`config.mk`:
```
export PLATFORM = sky130hd
export DESIGN_NAME = ram_arbiter
export DESIGN_NICKNAME = d
export VERILOG_FILES = /design/src/rtl/ram_arbiter_pkg.sv /design/src/rtl/ram_arbiter.sv
export SDC_FILE = /design/constraint.sdc
export NUM_CORES = 1
export LEC_CHECK = 0
export ABC_AREA = 1
export CORE_MARGIN = 2
export CORE_UTILIZATION = 32
export DETAILED_ROUTE_END_ITERATION = 6
export PLACE_DENSITY = 0.85
export SETUP_SLACK_MARGIN = 0.2
export SKIP_CTS_REPAIR_TIMING = 1
export SKIP_LAST_GASP = 1
export SYNTH_ARGS = -nofsm -noshare
export SYNTH_HDL_FRONTEND = slang
export SYNTH_SLANG_ARGS = --single-unit
```
`constraint.sdc`:
```
create_clock -name clk -period 4 [get_ports clk]
set_input_delay 0.8 -clock clk [delete_from_list [all_inputs] [get_ports clk]]
set_output_delay 0.8 -clock clk [all_outputs]
set_load 0.01 [all_outputs]
```
`src/rtl/ram_arbiter_pkg.sv`:
```
// Shared types and constants for the two-port RAM arbiter.
// Owner encoding and the burst counter width live here so the bench and RTL agree.
package ram_arbiter_pkg;

  localparam int BURST_W = 4;
  localparam logic [BURST_W-1:0] BURST_SAT = '1;

  typedef enum logic [1:0] {
    NONE = 2'd0,
    P0   = 2'd1,
    P1   = 2'd2
  } owner_t;

  // The port that is not p; NONE maps to P0 so callers never see an illegal owner.
  function automatic owner_t other_port(input owner_t p);
    return (p == P0) ? P1 : P0;
  endfunction

endpackage

```
`src/rtl/ram_arbiter.sv`:
```
// Two-port arbiter in front of a single-port synchronous RAM.
// A port keeps the RAM for up to MAX_BURST back-to-back grants while the other port waits.
module ram_arbiter
  import ram_arbiter_pkg::*;
#(
  parameter int ADDR_W    = 8,
  parameter int DATA_W    = 8,
  parameter int MAX_BURST = 4
) (
  input  logic              clk,
  input  logic              reset,
  input  logic              req0,
  input  logic              we0,
  input  logic [ADDR_W-1:0] addr0,
  input  logic [DATA_W-1:0] wdata0,
  input  logic              req1,
  input  logic              we1,
  input  logic [ADDR_W-1:0] addr1,
  input  logic [DATA_W-1:0] wdata1,
  output logic              gnt0,
  output logic              gnt1,
  output logic              rvalid0,
  output logic              rvalid1,
  output logic [DATA_W-1:0] rdata,
  output logic              ram_we,
  output logic              ram_re,
  output logic [ADDR_W-1:0] ram_addr,
  output logic [DATA_W-1:0] ram_wdata,
  input  logic [DATA_W-1:0] ram_rdata
);

  owner_t               owner_q, owner_d;
  owner_t               last_owner_q, last_owner_d;
  logic [BURST_W-1:0]   burst_cnt_q, burst_cnt_d;
  logic                 rvalid0_q, rvalid0_d;
  logic                 rvalid1_q, rvalid1_d;

  owner_t               winner;
  logic                 own_req;
  logic                 oth_req;
  logic                 burst_open;

  // Winner select, RAM mux and next state; reset forces the idle outputs.
  always_comb begin
    winner       = NONE;
    own_req      = 1'b0;
    oth_req      = 1'b0;
    burst_open   = (int'(burst_cnt_q) < MAX_BURST);
    gnt0         = 1'b0;
    gnt1         = 1'b0;
    ram_we       = 1'b0;
    ram_re       = 1'b0;
    ram_addr     = '0;
    ram_wdata    = '0;
    owner_d      = owner_q;
    last_owner_d = last_owner_q;
    burst_cnt_d  = burst_cnt_q;
    rvalid0_d    = 1'b0;
    rvalid1_d    = 1'b0;

    if (owner_q == P0) begin
      own_req = req0;
      oth_req = req1;
    end else if (owner_q == P1) begin
      own_req = req1;
      oth_req = req0;
    end

    if (!reset) begin
      if (owner_q == NONE) begin
        if (req0 && req1) begin
          winner = other_port(last_owner_q);
        end else if (req0) begin
          winner = P0;
        end else if (req1) begin
          winner = P1;
        end
      end else if (own_req && (burst_open || !oth_req)) begin
        winner = owner_q;
      end else if (oth_req) begin
        winner = other_port(owner_q);
      end
    end

    if (winner == P0) begin
      gnt0      = 1'b1;
      ram_we    = we0;
      ram_re    = ~we0;
      ram_addr  = addr0;
      ram_wdata = wdata0;
      rvalid0_d = ~we0;
    end else if (winner == P1) begin
      gnt1      = 1'b1;
      ram_we    = we1;
      ram_re    = ~we1;
      ram_addr  = addr1;
      ram_wdata = wdata1;
      rvalid1_d = ~we1;
    end

    if (reset) begin
      owner_d      = NONE;
      last_owner_d = P1;
      burst_cnt_d  = '0;
    end else if (winner != NONE) begin
      owner_d      = winner;
      last_owner_d = winner;
      if (winner == owner_q) begin
        burst_cnt_d = (burst_cnt_q == BURST_SAT) ? burst_cnt_q
                                                 : burst_cnt_q + BURST_W'(1);
      end else begin
        burst_cnt_d = BURST_W'(1);
      end
    end else begin
      owner_d     = NONE;
      burst_cnt_d = '0;
    end
  end

  always_ff @(posedge clk) begin
    owner_q      <= owner_d;
    last_owner_q <= last_owner_d;
    burst_cnt_q  <= burst_cnt_d;
    rvalid0_q    <= rvalid0_d;
    rvalid1_q    <= rvalid1_d;
  end

  assign rvalid0 = rvalid0_q;
  assign rvalid1 = rvalid1_q;
  // RAM read data is already registered inside the RAM, so it passes straight through.
  assign rdata   = ram_rdata;

endmodule

```
Word level (Yosys, flattened, before mapping)
Index checks and enable logic that the tools add are counted.
{ "classes": {"add_sub_neg": 1, "n_lt_le_gt_ge": 1, "eq_ne": 8, "muxes": 26, "bitwise": 4, "n_reduce_logical": 8} }
{ "op_table": {"columns": ["cell", "n"], "rows": [
  ["$mux 8", 4],
  ["$mux 2", 9],
  ["$mux 1", 13],
  ["$eq 2x1->1 const B", 3],
  ["$add 4x1->4 const B", 1],
  ["$eq 2x2->1 const B", 2],
  ["$eq 4x4->1 const B", 1],
  ["$lt 4x3->1 const B", 1],
  ["$not 1->1", 4],
  ["$reduce_or 3->1", 1],
  ["$eq 2x2->1", 1],
  ["$logic_and 1x1->1", 2],
  ["$logic_not 2->1", 1],
  ["$ne 2x2->1 const B", 1],
  ["$reduce_bool 2->1", 1],
  ["$reduce_or 2->1", 1],
  ["$logic_not 1->1", 1],
  ["$logic_or 1x1->1", 1]
]} }
{ "word_totals": {"reg_bits": 10, "in_bits": 46, "output_inout_bits": 30, "word_cells": 54} }

Logic depth before layout (Yosys ltp)
{ "depth": {"word_depth": 12, "depth_mapped": 13, "ltp_nobuf": 13} }

Worst setup path before layout
OpenSTA, ideal clock, no wires.
{ "synth_path": {"kind": "input -> output", "startpoint": "input req1", "endpoint": "output ram_addr[0]", "arrival_time_ns": 1.693, "required_ns": 3.200, "path_slack_ns": 1.507, "stages": 8, "n_path_buf": 1, "cell_sequence": "inv_1 -> o21ai_1 -> nor2_1 -> nor2_1 -> nand3_4 -> inv_6 -> buf_6 -> a22o_1"} }
{ "synth_between": {"elab_chain_len": 10, "word_cells_on_any_way": 18, "cone_classes": "eq/ne: 2; mux: 12; reduce/logical: 4"} }
{ "synth_rtl": {"columns": ["element", "line_no", "text"], "rows": [
  ["start, declared", "ram_arbiter.sv:16", "input logic req1,"],
  ["$mux 1", "ram_arbiter.sv:61", "if (owner_q == P0) begin"],
  ["$logic_not 1->1", "ram_arbiter.sv:78", "end else if (own_req && (burst_open || !oth_req)) begin"],
  ["$logic_or 1x1->1", "ram_arbiter.sv:78", null],
  ["$logic_and 1x1->1", "ram_arbiter.sv:78", null],
  ["$mux 2", "ram_arbiter.sv:78", null],
  ["$mux 2 *", "ram_arbiter.sv:70", "if (owner_q == NONE) begin"],
  ["$mux 2 *", "ram_arbiter.sv:69", "if (!reset) begin"],
  ["$eq 2x2->1", "ram_arbiter.sv:92", "end else if (winner == P1) begin"],
  ["$mux 8", "ram_arbiter.sv:92", null],
  ["$mux 8 *", "ram_arbiter.sv:85", "if (winner == P0) begin"],
  ["end, declared", "ram_arbiter.sv:27", "output logic [ADDR_W-1:0] ram_addr,"]
]} }
Every way passes the cells marked *; elsewhere a longest branch is shown, timed or not.

Worst setup path in the final report
{ "layout_path": {"startpoint": "input req0", "endpoint": "output ram_wdata[1]"} }
{ "layout_between": {"elab_chain_len": 11, "word_cells_on_any_way": 17, "cone_classes": "eq/ne: 2; mux: 11; reduce/logical: 4"} }
{ "layout_rtl": {"columns": ["element", "line_no", "text"], "rows": [
  ["start, declared", "ram_arbiter.sv:12", "input logic req0,"],
  ["$mux 1", "ram_arbiter.sv:64", "end else if (owner_q == P1) begin"],
  ["$mux 1", "ram_arbiter.sv:61", null],
  ["$logic_not 1->1", "ram_arbiter.sv:78", null],
  ["$logic_or 1x1->1", "ram_arbiter.sv:78", null],
  ["$logic_and 1x1->1", "ram_arbiter.sv:78", null],
  ["$mux 2", "ram_arbiter.sv:78", null],
  ["$mux 2 *", "ram_arbiter.sv:70", null],
  ["$mux 2 *", "ram_arbiter.sv:69", null],
  ["$eq 2x2->1", "ram_arbiter.sv:92", null],
  ["$mux 8", "ram_arbiter.sv:92", null],
  ["$mux 8 *", "ram_arbiter.sv:85", null],
  ["end, declared", "ram_arbiter.sv:28", "output logic [DATA_W-1:0] ram_wdata,"]
]} }
Marks and branches as above.

==> metrics.md <==
| Metric | Value |
|---|---|
| Total of max-cap violations | 0 |
| Register area share after synthesis | 25.0% |
| Initial Utilization | 32.9% |
| Worst VDD drop | 0.281 mV |
| CP required | 3.20 ns |
| Drt first pass iters | 3 |
| Post-synthesis net count | 152 |
| Root Driver | clkbuf_4 |
| Hold_ws | 0.455 ns |
| First-pass GRT wire length | 3.78 mm |
| Die H | 54.0 um |
| Final Hold Vio Count | 0 |
| Fin. max-slew vios | 0 |
| Post-route ant nets | 0 |
| Largest cells by area after synthesis | dfxtp_1 (25%), a22o_1 (19%), buf_4 (7.5%) |
| RSZ-0062 raised after global routing | false |
| Worst slew margin | 87.8% |
| Clock period minus worst slack | 3.64 ns |
| Post-synth cell types | 25 |
| Share of the synthesized area in the top cell type | 25.0% |
| Sink Count | 10 |
| Final Total Pwr | 837 uW |
| Worst-path cell chain | clkdlybuf4s50_1 -> nand3_1 -> nand2_1 -> nand2_2 -> nand2_2 -> nand4_4 -> inv_6 -> a22o_1 -> clkdlybuf4s50_1 |
| Crit path capture type | output pin |
| CTS H-tree lvls | 1 |
| DRC | 0 |
| Most common cell after layout, fill and taps aside | clkdlybuf4s50_1 |
| Wire length per cell | 14.1 um |
| Initial antenna violation count | 0 |
| RD Place Congestion | 0.806 |
| Leak | 0.000601 uW |
| Diodes inserted | 0 |
| Area leader, netlist | dfxtp_1 |
| GRT overflow | 0 |
| First DRT Iteration DRCs | 7 |
| Worst setup SP type | input pin |
| Post-synthesis cell area | 800 um2 |
| Flop and latch count out of synthesis | 10 |
| Share of layout cells above drive strength 1 | 10.8% |
| Slowest stage delay, CP | 0.55 ns |
| Largest net degree at the start of global routing | 20 |
| Measured slew at the worst slew-check pin | 0.178 ns |
| CTS buffer count | 3 |
| Final Non-Filler Cells | 188 |
| Detailed placement HPWL | 2.08 mm |
| Clock Latency Late Sink | 0.26 ns |
| Setup Viol. Count Final | 0 |
| Syn. warnings | 0 |
| I/O pins | 76 |
| Top FF cell, synth | dfxtp_1 |
| Vias in the first global route | 884 |
| IO buf count | 59 |
| Cells after Synth | 105 |
| P&R area growth vs syn | 73.1% |
| Outcome | finished, final reports clean |
| Number of enable flip-flop cells after synthesis | 0 |
| Core Footprint | 2430 um2 |
| Maximum clock frequency | 0.275 GHz |
| TNS Setup | 0 ns |
| Vias | 898 |
| Clk_skew | 0.00305 ns |
| Net count reported at finish | 206 |
| Final wirelength | 2.65 mm |
| Overall Global Routing Usage | 17.8% |
| Post-synth ARST share | 0% |
| Crit Path Max Fanout | 19 |
| Layout Utilization | 56.9% |
| Slowest CP cell | clkdlybuf4s50_1 |
| Full die area | 2910 um2 |
| WS Path Type | in -> out |
| Site Rows | 18 |
| Worst-path clk slew | 0.06 ns |
| Mapped Avg Cell Area | 7.61 um2 |
| Pwr Density | 605 nW/um2 |
| Leading cell types in the layout, fill and taps excluded | clkdlybuf4s50_1 (59), a22o_1 (17), nand2_1 (15) |
| Vias per cell | 4.78 |
| Worst Path Arrival | 2.84 ns |
| Chip width | 54.0 um |
| CTS tree | built |
| Hold crit path type | reg -> reg |
| Clk buf depth | 2 |
| Dpl cells | 184 |
| Tcrit/Tclk final | 91.1% |
## flip-flops by register name (all words and copies together), names as in the netlist
register and cells:
rvalid0 1, last_owner_q 2, rvalid1 1, burst_cnt_q 4, owner_q 2
## power breakdown
part	internal (uW)	leakage [uW]	switching [uW]
logic	299	0.000497	292
registers	131	0.0000822	27.4
clock network	55.2	0.0000210	33.1
## cell type report
cell class              instances  area [um2]
flip-flops and latches         10         200
multi-input cells              71         457
well taps                      30        37.5
inverters                      14        62.6
repair buffers                 59         591
clock buffers                   4        36.3
fillers                       237        1050
## routing by layer
metal	track usage, %	up-vias	wire [um]
met5	0	-	0
met4	6.67	0	19
met3	2.22	2	79
met2	32.9	14	1500
met1	20.7	416	1050
li1	-	466	-
## cells in the mapped netlist (2+ instances only)
master,count
a22o_1,17
nand2_1,15
dfxtp_1,10
inv_1,10
nor2_1,10
buf_4,8
nand3_1,7
nand2_2,5
o21ai_0,3
buf_6,2
inv_2,2
nand3_2,2
o21ai_1,2
## path summary, 6_finish.rpt
| path | end | slack, ns | from | depth (start not counted) |
|---|---|---|---|---|
| max reg2reg | burst_cnt_q[0] | 2.37 | owner_q[1] | 13 |
| min | last_owner_q[0] | 0.46 | last_owner_q[0] | 2 |
| max | ram_wdata[1] | 0.36 | req0 | 9 |
| min reg2reg | last_owner_q[0] | 0.46 | last_owner_q[0] | 2 |
## cell families after synthesis
| logic type | Yosys count | synth area share (%) |
|---|---|---|
| buffers and inverters | 24 | 17.8 |
| xor gates and xnor gates | 1 | 1.10 |
| adders and majority gates | 1 | 1.56 |
| DFF | 10 | 25.0 |
| AOI/OAI and AO/OA | 26 | 25.0 |
| muxes | 1 | 1.25 |
| and+or+nand+nor | 42 | 28.2 |
## critical path, delay by kind of cell
kind / cells / cell delay [ns]
simple gates: 5 / 0.59
compound gates: 1 / 0.17
buf+inv: 3 / 1.27
## per-stage QoR
stage / setup slack, ns / cell area (um2)
final: 0.357 / 1380
after global routing: 0.222 / 1380
after CTS: 0.331 / 1380
after detailed placement: 0.347 / 1350
after global placement: 0.428 / 1350
after floorplan: 1.51 / 800
Power figures use the tool's default switching activity.
